<file path="src/rtl/multdiv_ctrl_pkg.sv">
// rtl/multdiv_ctrl_pkg.sv - shared constants, state encoding and decode helper for multdiv_ctrl
package multdiv_ctrl_pkg;

    localparam logic [4:0]  OP_ALU     = 5'b00000;
    localparam logic [4:0]  ALU_MUL    = 5'b00110;
    localparam logic [4:0]  ALU_DIV    = 5'b00111;

    localparam logic [31:0] ST_MUL_EXC = 32'd4;
    localparam logic [31:0] ST_DIV_EXC = 32'd5;

    typedef enum logic [1:0] {
        IDLE = 2'd0,
        BUSY = 2'd1,
        DONE = 2'd2
    } md_state_t;

    // True when instr is an R-type ALU instruction with the given ALU op.
    function automatic logic is_md_op(input logic [31:0] instr, input logic [4:0] alu_op);
        return (instr[31:27] == OP_ALU) && (instr[6:2] == alu_op);
    endfunction

endpackage

</file>
<file path="src/rtl/multdiv_ctrl_timeout_counter.sv">
// rtl/multdiv_ctrl_timeout_counter.sv - saturating BUSY-cycle counter with terminal-count flag
//
// Ports:
//   clock  rising-edge clock
//   reset  synchronous active-low reset
//   clr    restart the count at 0 (takes priority over en)
//   en     count this cycle
//   tc     count equals TIMEOUT_CYCLES-1
module md_timeout_counter #(
    parameter int CNT_W          = 6,
    parameter int TIMEOUT_CYCLES = 40
) (
    input  logic clock,
    input  logic reset,
    input  logic clr,
    input  logic en,
    output logic tc
);

    localparam logic [CNT_W-1:0] CNT_MAX = '1;
    localparam logic [CNT_W-1:0] TC_VAL  = CNT_W'(TIMEOUT_CYCLES - 1);

    logic [CNT_W-1:0] cnt;

    // Holds at all-ones rather than wrapping, so tc can never re-fire.
    always_ff @(posedge clock) begin
        if (!reset) begin
            cnt <= '0;
        end else if (clr) begin
            cnt <= '0;
        end else if (en && (cnt != CNT_MAX)) begin
            cnt <= cnt + CNT_W'(1);
        end
    end

    assign tc = (cnt == TC_VAL);

endmodule

</file>
<file path="src/rtl/multdiv_ctrl.sv">
// rtl/multdiv_ctrl.sv - X-stage sequencing controller for the multi-cycle multiply/divide unit
//
// Ports:
//   clock, reset         rising-edge clock, synchronous active-low reset
//   instr_x, valid_x     instruction in X and its valid flag
//   flush_x              X is squashed this cycle
//   md_ready, md_exc     unit result valid / exception (exc meaningful only with ready)
//   ctrl_mult, ctrl_div  one-cycle start pulses to the unit
//   stall                freeze PC, F/D, D/X; bubble into X/M
//   md_done, md_rd       writeback strobe and destination register
//   status_we/val        rstatus write on exception or timeout
//   busy                 controller not idle
import multdiv_ctrl_pkg::*;

module multdiv_ctrl #(
    parameter int TIMEOUT_CYCLES = 40,
    parameter int CNT_W          = 6
) (
    input  logic        clock,
    input  logic        reset,
    input  logic [31:0] instr_x,
    input  logic        valid_x,
    input  logic        flush_x,
    input  logic        md_ready,
    input  logic        md_exc,
    output logic        ctrl_mult,
    output logic        ctrl_div,
    output logic        stall,
    output logic        md_done,
    output logic [4:0]  md_rd,
    output logic        status_we,
    output logic [31:0] status_val,
    output logic        busy
);

    md_state_t state, state_nx;

    logic is_mul, is_div, start_cond, tc;
    logic op_is_div, exc_q;

    assign is_mul     = is_md_op(instr_x, ALU_MUL);
    assign is_div     = is_md_op(instr_x, ALU_DIV);
    assign start_cond = valid_x & ~flush_x & (is_mul | is_div) & (state == IDLE);

    always_ff @(posedge clock) begin
        if (!reset) begin
            state <= IDLE;
        end else begin
            state <= state_nx;
        end
    end

    // Flush outranks a same-cycle result; a result outranks timeout.
    always_comb begin
        state_nx = state;
        case (state)
            IDLE: if (start_cond) state_nx = BUSY;
            BUSY: begin
                if (flush_x) begin
                    state_nx = IDLE;
                end else if (md_ready || tc) begin
                    state_nx = DONE;
                end
            end
            DONE: state_nx = IDLE;
            default: state_nx = IDLE;
        endcase
    end

    always_ff @(posedge clock) begin
        if (!reset) begin
            ctrl_mult <= 1'b0;
            ctrl_div  <= 1'b0;
            op_is_div <= 1'b0;
            md_rd     <= 5'd0;
            exc_q     <= 1'b0;
        end else begin
            ctrl_mult <= start_cond & is_mul;
            ctrl_div  <= start_cond & is_div;
            if (start_cond) begin
                op_is_div <= is_div;
                md_rd     <= instr_x[26:22];
                exc_q     <= 1'b0;
            end else if ((state == BUSY) && !flush_x) begin
                // Exception flag for the DONE cycle: unit-reported or forced by timeout.
                if (md_ready) begin
                    exc_q <= md_exc;
                end else if (tc) begin
                    exc_q <= 1'b1;
                end
            end
        end
    end

    md_timeout_counter #(
        .CNT_W          (CNT_W),
        .TIMEOUT_CYCLES (TIMEOUT_CYCLES)
    ) u_timeout (
        .clock (clock),
        .reset (reset),
        .clr   (start_cond),
        .en    (state == BUSY),
        .tc    (tc)
    );

    // Gated by reset so the pipeline is never frozen while reset is held.
    assign stall      = reset & (start_cond | (state == BUSY));
    assign md_done    = (state == DONE);
    assign status_we  = md_done & exc_q;
    assign status_val = status_we ? (op_is_div ? ST_DIV_EXC : ST_MUL_EXC) : 32'd0;
    assign busy       = (state != IDLE);

endmodule

</file>
<file path="config.mk">
export PLATFORM = sky130hd
export DESIGN_NAME = multdiv_ctrl
export DESIGN_NICKNAME = d
export VERILOG_FILES = /design/src/rtl/multdiv_ctrl_pkg.sv /design/src/rtl/multdiv_ctrl_timeout_counter.sv /design/src/rtl/multdiv_ctrl.sv
export SDC_FILE = /design/constraint.sdc
export NUM_CORES = 1
export LEC_CHECK = 0
export ABC_AREA = 1
export BUFFER_PORTS_ARGS = -buffer_cell sky130_fd_sc_hd__buf_2
export CELL_PAD_IN_SITES_DETAIL_PLACEMENT = 1
export CELL_PAD_IN_SITES_GLOBAL_PLACEMENT = 1
export CORE_UTILIZATION = 27
export DETAILED_ROUTE_END_ITERATION = 10
export HOLD_SLACK_MARGIN = 0.08
export PLACE_DENSITY = 0.9
export SYNTH_ARGS = -nofsm -noshare
export SYNTH_HDL_FRONTEND = slang
export SYNTH_HIERARCHICAL = 1
export SYNTH_SLANG_ARGS = --single-unit
</file>
<file path="constraint.sdc">
create_clock -name clock -period 1.65 [get_ports clock]
set_clock_uncertainty 0.05 [all_clocks]
set_input_delay 0.33 -clock clock [delete_from_list [all_inputs] [get_ports clock]]
set_output_delay 0.33 -clock clock [all_outputs]
set_load 0.02 [all_outputs]
</file>
==> Word-level counts from Yosys, hierarchy flattened <==
Cells that the tools add are included.
{ "totals": {"elab_cells": 48, "output_inout_bits": 43, "register_bits": 17, "input_bits": 38} }
{ "classes": {"n_addsub": 1, "mux": 8, "n_eq_ne": 8, "reduce_logical": 13, "bitwise": 11} }
{ "ops": {"columns": ["cell", "count"], "rows": [
  ["$eq A5 B3 Y1 const B", 2],
  ["$and A1 B1 Y1", 7],
  ["$add A6 B1 Y6 const B", 1],
  ["$eq A6 B6 Y1 const B", 1],
  ["$mux W2", 3],
  ["$ne A6 B6 Y1 const B", 1],
  ["$logic_not A5 Y1", 1],
  ["$logic_and A1 B1 Y1", 4],
  ["$pmux W2 S2", 1],
  ["$reduce_and A2 Y1", 2],
  ["$reduce_bool A2 Y1", 2],
  ["$mux W1", 3],
  ["$mux W3", 1],
  ["$ne A3 B3 Y1 const B", 1],
  ["$eq A2 B1 Y1 const B", 1],
  ["$eq A2 B2 Y1 const B", 1],
  ["$logic_not A2 Y1", 1],
  ["$ne A2 B2 Y1 const B", 1],
  ["$not A1 Y1", 2],
  ["$or A1 B1 Y1", 2],
  ["$reduce_or A2 Y1", 1],
  ["$logic_not A1 Y1", 1],
  ["$logic_or A1 B1 Y1", 1]
]} }

==> Longest topological paths before layout <==
Gate-level depths: netlist of run 1.
{ "depth": {"ltp_word": 7, "mapped_depth": 10, "depth_no_buf": 9} }

==> By module <==
The synthesis of run 1 kept the hierarchy.
{ "modules_own_cells": {"columns": ["mod", "instances", "area_each_um2", "cells_per_inst", "seq_area_each_um2"], "rows": [
  ["multdiv_ctrl", 1, 794.5, 110, 220.2],
  ["md_timeout_counter", 1, 372.9, 53, 120.1]
]} }

==> Least setup slack after synthesis of run 1 <==
No wires, ideal clock.
{ "synth_path": {"path_type": "register to output", "startpoint": "register state[1]", "endpoint": "output status_val[2]", "arrival_time_ps": 1278, "required_ps": 1270, "n_path_buf": 1, "stages_incl_launch_ff": 4, "slack_ps": -8, "cell_sequence": "dfxtp_1 inv_1 nor3b_1 buf_4"} }
{ "synth_via": {"elab_chain_cells": 3} }
{ "synth_lines": {"columns": ["item", "line", "source"], "rows": [
  ["from (decl)", "multdiv_ctrl.sv:36", "md_state_t state, state_nx;"],
  ["from (signal assigned)", "multdiv_ctrl.sv:49", "state <= state_nx;"],
  ["$eq A2 B2 Y1", "multdiv_ctrl.sv:108", "assign md_done = (state == DONE);"],
  ["$and A1 B1 Y1", "multdiv_ctrl.sv:109", "assign status_we = md_done & exc_q;"],
  ["net status_we", "multdiv_ctrl.sv:31", "output logic status_we,"],
  ["$mux W3", "multdiv_ctrl.sv:110", "assign status_val = status_we ? (op_is_div ? ST_DIV_EXC : ST_MUL_EXC) : 32'd0;"],
  ["to (decl)", "multdiv_ctrl.sv:32", "output logic [31:0] status_val,"]
]} }
The timed path passes the listed nets, and every way through them passes these cells.

==> Worst setup path after layout of run 1 <==
{ "layout_path": {"startpoint": "input instr_x[28]", "endpoint": "output stall"} }
{ "layout_via": {"elab_chain_cells": 7, "elab_cells_between_ends": 8, "cone_classes": "bitwise: 5; reduce/logical: 3"} }
{ "layout_lines": {"columns": ["item", "line", "source"], "rows": [
  ["from (decl)", "multdiv_ctrl.sv:21", "input logic [31:0] instr_x,"],
  ["$logic_not A5 Y1 *", "multdiv_ctrl_pkg.sv:19", "return (instr[31:27] == OP_ALU) && (instr[6:2] == alu_op);"],
  ["$logic_and A1 B1 Y1", "multdiv_ctrl_pkg.sv:19", null],
  ["$or A1 B1 Y1 *", "multdiv_ctrl.sv:43", "assign start_cond = valid_x & ~flush_x & (is_mul | is_div) & (state == IDLE);"],
  ["$and A1 B1 Y1 * (2 in a row)", "multdiv_ctrl.sv:43", null],
  ["$or A1 B1 Y1 *", "multdiv_ctrl.sv:107", "assign stall = reset & (start_cond | (state == BUSY));"],
  ["$and A1 B1 Y1 *", "multdiv_ctrl.sv:107", null],
  ["to (decl)", "multdiv_ctrl.sv:28", "output logic stall,"]
]} }
Mark *: on every way between the ends. The rest lies on a longest branch, timed or not.

==> results of run 1 <==
cell usage in the layout, fill, tap and decap left out, drive strengths merged, types with 3 or more instances in the layout:
cell	instances
buf	36
conb	30
nand2	28
nor2	28
inv	20
dfxtp	17
nand3	14
nand4	7
a21oi	3
clkbuf	3
worst max path at each step:
stage	from	to	slack (ns)	cells past startpoint
detailed placement	instr_x[28]	stall	0.05	7
global placement	instr_x[30]	stall	0.10	7
floorplan	instr_x[30]	stall	0.09	6
finish	instr_x[28]	stall	0.08	7
global route	instr_x[28]	stall	0.01	7
CTS	instr_x[28]	stall	0.05	7
routing by layer:
metal  global-route usage [%]  vias to the layer above  part of all wire (%)
li1                         -                      520                     -
met1                     14.4                      473                    39
met2                     23.8                       37                    53
met3                     3.21                        4                   6.6
met4                     3.19                        0                  0.93
met5                        0                        -                     0
state kept, by name, indices dropped and copies added (netlist names):
register and cells:
md_rd 5, exc_q 1, ctrl_mult 1, op_is_div 1, u_timeout/cnt 6, ctrl_div 1, state 2
power breakdown:
| part | leakage, uW | internal, uW | total [uW] | switching [uW] |
|---|---|---|---|---|
| Combinational | 0.000566 | 27.2 | 119 | 92.2 |
| Clock | 0.0000217 | 170 | 325 | 154 |
| Sequential | 0.000137 | 410 | 410 | 0.0660 |
cells by family (layout without fill, tap and decap cells):
logic type | count (synthesis) | after routing | synth area share [%]
xor gates and xnor gates | 1 | 1 | 0.750
other | 1 | 30 | 0.321
buffers and inverters | 54 | 61 | 28.0
adders and majority gates | 1 | 1 | 1.07
and+or+nand+nor | 83 | 83 | 37.9
DFF | 17 | 17 | 29.2
AOI/OAI and AO/OA | 6 | 6 | 2.79
critical path, stage by stage:
cell,delay [ns]
buf_2,0.10
nor2_1,0.14
nand2_1,0.08
nor2_1,0.13
nand3_2,0.11
a21oi_1,0.15
buf_4,0.16
layout make-up:
cell class	count	area, um^2
repair buffers	36	190
flip-flops and latches	17	340
clock buffers	3	41.3
multi-input cells	121	614
clock inverters	1	7.51
well taps	50	62.6
fillers	555	2750
inverters	21	78.8
Yosys cell counts:
| library cell | instances |
|---|---|
| nand4_1 | 7 |
| a21boi_1 | 1 |
| nor3b_1 | 1 |
| and3_1 | 1 |
| nor2_2 | 5 |
| inv_2 | 1 |
| buf_4 | 31 |
| nand2_1 | 23 |
| a21oi_1 | 3 |
| dfxtp_1 | 17 |
| conb_1 | 1 |
| ha_1 | 1 |
| nand2_4 | 2 |
| xor2_1 | 1 |
| nor2_8 | 1 |
| buf_1 | 1 |
| nor2_1 | 19 |
| inv_1 | 19 |
| nand3_2 | 1 |
| nor3_1 | 1 |
| clkinv_1 | 1 |
| or2_2 | 1 |
| nand3_1 | 13 |
| nor2_4 | 3 |
| buf_6 | 1 |
| nand2_2 | 3 |
| o21ai_1 | 2 |
| nand3b_1 | 2 |
per-stage QoR:
step           util (%)  cell area, um^2  cells  worst slack [ns]  total power, uW
2_1_floorplan         -             1280    192            0.0870              558
5_1_grt            32.7             1340    249            0.0111              897
4_1_cts            32.6             1330    249            0.0484              865
3_5_place_dp       31.4             1280    245            0.0491              538
3_3_place_gp       31.4             1280    245             0.102              535
6_report           32.7             1340    249            0.0778              854
==> results.rst, run 1 <==
.. list-table::
   :header-rows: 1

   * - Metric
     - Value
   * - Run status
     - finished, final reports clean
   * - Start point of the worst hold path
     - instr_x[24]
   * - Hold-fix buffer count after cts
     - 0
   * - Aggregate global routing overflow
     - 0
   * - Fin Hold WS
     - 0.268 ns
   * - Post-cts resize count
     - 0
   * - Placed wire-length estimate after detailed placement
     - 2210 um
   * - Total of buffers placed on input and output ports
     - 33
   * - Clock net sink count
     - 17
   * - Path type of the worst min-delay path
     - in2reg
   * - Total Neg Setup Slack
     - 0 ns
   * - Post-CTS Setup Repair Bufs
     - 0
   * - Die area
     - 4590 um^2
   * - Number of routed nets with antenna violations
     - 0
   * - Final setup violation count
     - 0
   * - Initial antenna violation count
     - 0
   * - IR drop worst, VDD
     - 0.000441 V
   * - Max Buffers Root-to-Sink
     - 2
   * - Number of H-tree levels
     - 1
   * - CTS buffer count
     - 3
   * - Count of nets after finishing
     - 239
   * - Cell depth of the worst flop-to-flop path
     - 9
   * - All-layer global routing usage
     - 12.8%
   * - CTS clk-pin slew, worst paths
     - 0.07 ns
   * - Ratio of cells with drive above 1 in the final layout
     - 29.1%
   * - Required arrival time at the worst endpoint
     - 1.27 ns
   * - I/O pin count
     - 81
   * - Via/cell ratio
     - 4.15
   * - First-pass iteration count of the detailed router
     - 2
   * - Vertical extent of the die
     - 67.8 um
   * - Overall via count from detail_route
     - 1034
   * - WL final
     - 2700 um
   * - Routed wirelength normalized by instance count
     - 10.9 um
   * - Leakage power
     - 0.000725 uW
   * - Core area
     - 4090 um^2
   * - Average footprint of a synthesized cell
     - 7.16 um^2
   * - Clock period minus final worst setup slack
     - 1.57 ns
   * - Mapped Cells
     - 163
   * - Row cnt
     - 23
   * - Placer's final routability congestion estimate
     - 0.741
   * - Clock insertion delay at the later pin of the skew report
     - 0.26 ns
   * - Final hold violation count
     - 0
   * - Startpoint Class
     - input port
   * - Largest net degree at the start of global routing
     - 14
   * - Number of inserted diodes
     - 0
   * - Synth Register Bits
     - 17
   * - Horizontal die dimension
     - 67.8 um
   * - Hold Path Stages
     - 3
   * - Hold EP
     - md_rd[2]
   * - Startpoint-to-endpoint class of the critical path
     - in2out
   * - Critical register-to-register path endpoint
     - exc_q
   * - Global-route wire length before repair
     - 4350 um
   * - Vias in the first global route
     - 965
   * - Area growth from synthesis to layout
     - 14.4%
   * - Endpoint arrival time on the critical path
     - 1.19 ns
   * - Starting utilization of the core area
     - 28.6%
   * - Flop-to-flop setup slack
     - 0.15 ns
   * - Synth top area cells
     - dfxtp_1 (29%), buf_4 (20%), nand2_1 (7.4%)
   * - Clk Tree Root Cell
     - clkbuf_8
   * - DRC marker count from the first detailed-route iteration
     - 18
   * - Kind of capture point of the worst setup path
     - output port
   * - Max capacitance violation total
     - 0
   * - Max Slew Vio Count
     - 0
   * - Unrepaired setup endpoints after global routing
     - no
   * - Power per cell area
     - 640 nW/um^2
   * - Drt drc
     - 0
   * - Final period utilization
     - 95.3%
   * - TritonCTS clock tree
     - done
   * - FF-to-FF Start
     - u_timeout/cnt[0]
   * - Number of distinct standard cells referenced by the synthesized netlist
     - 28
   * - CP Max Fanout
     - 3
   * - Yosys synthesis warning count
     - 6
   * - Synthesized area
     - 1170 um^2
   * - Area fraction of the dominant cell type after synthesis
     - 29.2%
   * - Seq/Total Area, Yosys
     - 29.2%
   * - Cell type contributing the most total cell area after synthesis
     - dfxtp_1
   * - Highest Clock Rate
     - 636 MHz
(Power assumes the default switching activity.)
==> inputs of run 2 (changes only) <==
Settings changed: ABC_AREA 1 to 0, CORE_UTILIZATION 27 to 26, PLACE_DENSITY 0.9 to 0.88.
==> run 2 against run 1 <==
  * The flow now finishes with violations (negative setup slack)
  * Via count fell by 13%
  * Critical path depth fell by 2
  * Synthesized area decreased by 10%
  * First-iteration DRC count shrank 78%
  * Critical endpoint unchanged
  * Largest power group unchanged
  * Highest routed layer unchanged
==> results.rst, run 2 <==
.. list-table::
   :header-rows: 1

   * - Metric
     - Value
   * - Clock power share
     - 36.3% (-1.7 points)
   * - Starting utilization of the core area
     - 27.8% (-0.80 points)
   * - Area growth from synthesis to layout
     - 24.9%
   * - Fin cells
     - 212 (-15%)
   * - Violations in the final reports
     - negative setup slack
   * - Routed wirelength normalized by instance count
     - 11.0 um (+1.0%)
   * - Required arrival time at the worst endpoint
     - 1.27 ns (about the same)
   * - Switching portion of total power
     - 26.6% (-2.2 points)
   * - Clk Tree Root Cell
     - clkbuf_8
   * - Top cells by instance count after synthesis
     - buf_4 (31), nand2_1 (20), dfxtp_1 (17)
   * - Horizontal die dimension
     - 65.5 um (-3.4%)
   * - Most common library cell in the layout ignoring fill and taps
     - buf_2
   * - Ys async rst share
     - 0% (unchanged)
   * - Number of distinct standard cells referenced by the synthesized netlist
     - 34 (+21%)
   * - Power per cell area
     - 632 nW/um^2 (-1.2%)
   * - Count of filler cells inserted in the layout
     - 482 (-13%)
   * - CTS buffer count
     - 3 (unchanged)
   * - Average footprint of a synthesized cell
     - 8.65 um^2 (+21%)
   * - Placed wire-length estimate after detailed placement
     - 1760 um (-20%)
   * - Post-synthesis share of cell area spent on and, or, nand and nor gates
     - 26.8% (-11 points)
   * - First-pass iteration count of the detailed router
     - 4 (+2)
   * - Unrepaired setup endpoints after global routing
     - yes
   * - Dominant combinational cell family by area after synthesis
     - simple AND/OR/NAND/NOR gates
   * - Largest net degree at the start of global routing
     - 13 (-1)
   * - Final hold violation count
     - 0 (unchanged)
   * - Count of nets after finishing
     - 204 (-15%)
   * - Mapped Cells
     - 121 (-26%)
   * - Placer's final routability congestion estimate
     - 0.784 (+5.9%)
   * - Dominant synthesized flop cell
     - dfxtp_1
   * - Row cnt
     - 22 (-4.3%)
   * - Core area
     - 3770 um^2 (-7.7%)
   * - Hold EP
     - ctrl_mult
   * - Total Neg Setup Slack
     - -0.0519 ns (-0.0519 ns)
   * - Start point of the worst hold path
     - instr_x[2]
   * - Synth Register Bits
     - 17 (unchanged)
   * - Initial antenna violation count
     - 0 (unchanged)
   * - Ratio of cells with drive above 1 in the final layout
     - 37.2% (+8.0 points)
   * - Hold Path Stages
     - 2 (-1)
   * - Final period utilization
     - 103% (+7.9 points)
   * - All-layer global routing usage
     - 10.8% (-2.0 points)
   * - Global-route wire length before repair
     - 3690 um (-15%)
   * - I/O pin count
     - 81 (unchanged)
   * - Critical register-to-register path endpoint
     - u_timeout/cnt[4]
   * - Leakage power
     - 0.000635 uW (-12%)
   * - FF-to-FF Start
     - state[1]
   * - Drt drc
     - 0 (unchanged)
   * - Run status
     - complete, but fails checks
   * - Placed cells
     - 206 (-16%)
   * - Cell type contributing the most total cell area after synthesis
     - dfxtp_1
   * - DRC marker count from the first detailed-route iteration
     - 4 (-14)
   * - Max capacitance violation total
     - 0 (unchanged)
   * - Clock period minus final worst setup slack
     - 1.70 ns (+0.130 ns)
   * - IR drop worst, VDD
     - 0.000314 V (-29%)
   * - Flip-flop count of the largest register after layout
     - 6 (unchanged)
   * - Highest Clock Rate
     - 588 MHz (-7.6%)
   * - Mux share of post-synthesis cell area
     - 7.65% (+7.6 points)
   * - Flop-to-flop setup slack
     - 0.06 ns (-0.09 ns)
   * - Utilization of the core after routing
     - 34.7% (+2.0 points)
   * - Endpoint arrival time on the critical path
     - 1.32 ns (+0.13 ns)
   * - Post-route standard cell area excluding fillers
     - 1310 um^2 (-2.1%)
   * - Number of flops mapped to enable cells by yosys
     - 0 (unchanged)
   * - Cell depth of the worst flop-to-flop path
     - 5 (-4)
   * - Vias in the first global route
     - 868 (-10%)
   * - Startpoint Class
     - flop
   * - Aggregate global routing overflow
     - 0 (unchanged)
   * - Placement-stage cell area
     - 1200 um^2 (-6.5%)
   * - TritonCTS clock tree
     - done
   * - Via/cell ratio
     - 4.26 (+2.6%)
   * - Number of inserted diodes
     - 0 (unchanged)
   * - Die area
     - 4290 um^2 (-6.6%)
   * - CP Max Fanout
     - 5 (+2)
   * - Max Buffers Root-to-Sink
     - 2 (unchanged)
   * - Synthesized-area fraction occupied by ao, oa, aoi and oai cells
     - 7.65% (+4.9 points)
   * - Overall via count from detail_route
     - 903 (-13%)
   * - Reg with most FFs
     - u_timeout/cnt
   * - Max Slew Vio Count
     - 0 (unchanged)
   * - Synth top area cells
     - dfxtp_1 (32%), buf_4 (22%), mux2i_1 (7.6%)
   * - Relative contribution of sequential cells to total power
     - 49.4% (+1.4 points)
   * - Most repeated cell in the gate-level netlist after synthesis
     - buf_4
   * - Xor and xnor fraction of the mapped netlist area
     - 0% (-0.75 points)
   * - Kind of capture point of the worst setup path
     - output port
   * - Comb pwr share
     - 14.3% (+0.3 points)
   * - Internal power component
     - 607 uW (-0.13%)
   * - Startpoint-to-endpoint class of the critical path
     - reg2out
   * - Registers with the highest flip-flop counts
     - u_timeout/cnt x6, md_rd x5, state x2
   * - Yosys synthesis warning count
     - 6 (unchanged)
   * - Total of buffers placed on input and output ports
     - 33 (unchanged)
   * - Path type of the worst min-delay path
     - in2reg
   * - Clock net sink count
     - 17 (unchanged)
   * - Least setup slack across all paths after layout
     - -0.0519 ns (-0.130 ns)
   * - WL final
     - 2320 um (-14%)
   * - Final setup violation count
     - 1 (+1)
   * - Area fraction of the dominant cell type after synthesis
     - 32.5% (+3.3 points)
   * - CTS clk-pin slew, worst paths
     - 0.06 ns (about the same)
   * - Number of H-tree levels
     - 1 (unchanged)
   * - Seq/Total Area, Yosys
     - 32.5% (+3.3 points)
   * - Adder-cell share of the synthesized area
     - 1.19% (+0.12 points)
   * - Reported net switching power
     - 220 uW (-11%)
   * - Synthesized area
     - 1050 um^2 (-10%)
   * - Commonest cells after routing, fill and taps aside
     - buf_2 (32), conb_1 (30), nand2_1 (20), dfxtp_1 (14), buf_4 (10)
   * - Number of routed nets with antenna violations
     - 0 (unchanged)
   * - Clock insertion delay at the later pin of the skew report
     - 0.25 ns (about the same)
   * - Vertical extent of the die
     - 65.5 um (-3.4%)
## run 2: area by class of cell
| cell class | count | area [um^2] | area share [%] |
|---|---|---|---|
| multi-input combinational | 98 | 599 | 45.8 |
| sequential | 17 | 347 | 26.5 |
| timing repair buffer | 43 | 246 | 18.9 |
| tap | 48 | 60.1 | 4.59 |
| clock buffer | 3 | 41.3 | 3.16 |
| inverter | 2 | 8.76 | 0.670 |
| clock inverter | 1 | 5.00 | 0.383 |
## run 2: per-layer routing
| metal | up-vias | track usage, % | part of all wire (%) |
|---|---|---|---|
| met5 | - | 0 | 0 |
| met2 | 39 | 20.6 | 51 |
| met3 | 2 | 1.74 | 5.6 |
| met1 | 421 | 12.4 | 42 |
| li1 | 441 | - | - |
| met4 | 0 | 2.45 | 0.73 |
## run 2: kinds of logic (layout without fill, tap and decap cells)
family                     Yosys count  count (layout)
adders and majority gates            1               1
muxes                                8               8
other                                1              30
and+or+nand+nor                     48              48
AOI/OAI and AO/OA                   11              11
buffers and inverters               35              49
DFF                                 17              17
## run 2: repair_timing
action                     CTS  global route
pin swaps                    3             3
setup endpoints to repair    1             7
hold buffers                 0             0
setup buffers                1             1
gates resized for setup      6             6
## run 2: metrics by stage
step                      setup WS, ns  total power [uW]  hold WS (ns)
after global placement         -0.0376               531         0.391
after global routing            -0.127               871         0.244
final                          -0.0519               827         0.244
after CTS                      -0.0957               840         0.241
after detailed placement       -0.0814               533         0.406
after floorplan                  0.106               554         0.359
## run 2: how the worst max path moves through the flow
| stage | slack (ns) | startpoint | cells past startpoint | endpoint |
|---|---|---|---|---|
| 5_1_grt | -0.13 | state[1] | 5 | stall |
| 3_5_place_dp | -0.08 | instr_x[3] | 7 | u_timeout/cnt[4] |
| 4_1_cts | -0.1 | state[1] | 5 | stall |
| 6_report | -0.05 | state[1] | 5 | stall |
| 2_1_floorplan | 0.11 | flush_x | 4 | stall |
| 3_3_place_gp | -0.04 | flush_x | 6 | stall |
## run 2: power by group through the flow
stage                     Sequential, uW  Combinational (uW)  Clock (uW)
after CTS                            409                 116         315
final                                409                 118         300
after global routing                 408                 128         335
after detailed placement             420                 114           0
after global placement               420                 111           0
after floorplan                      420                 134           0
## run 2: critical path: stages (launching register included)
cell and delay (ns):
dfxtp_4 0.36, nor4_4 0.22, nand4_2 0.16, clkinv_2 0.09, o21a_1 0.13, buf_6 0.12
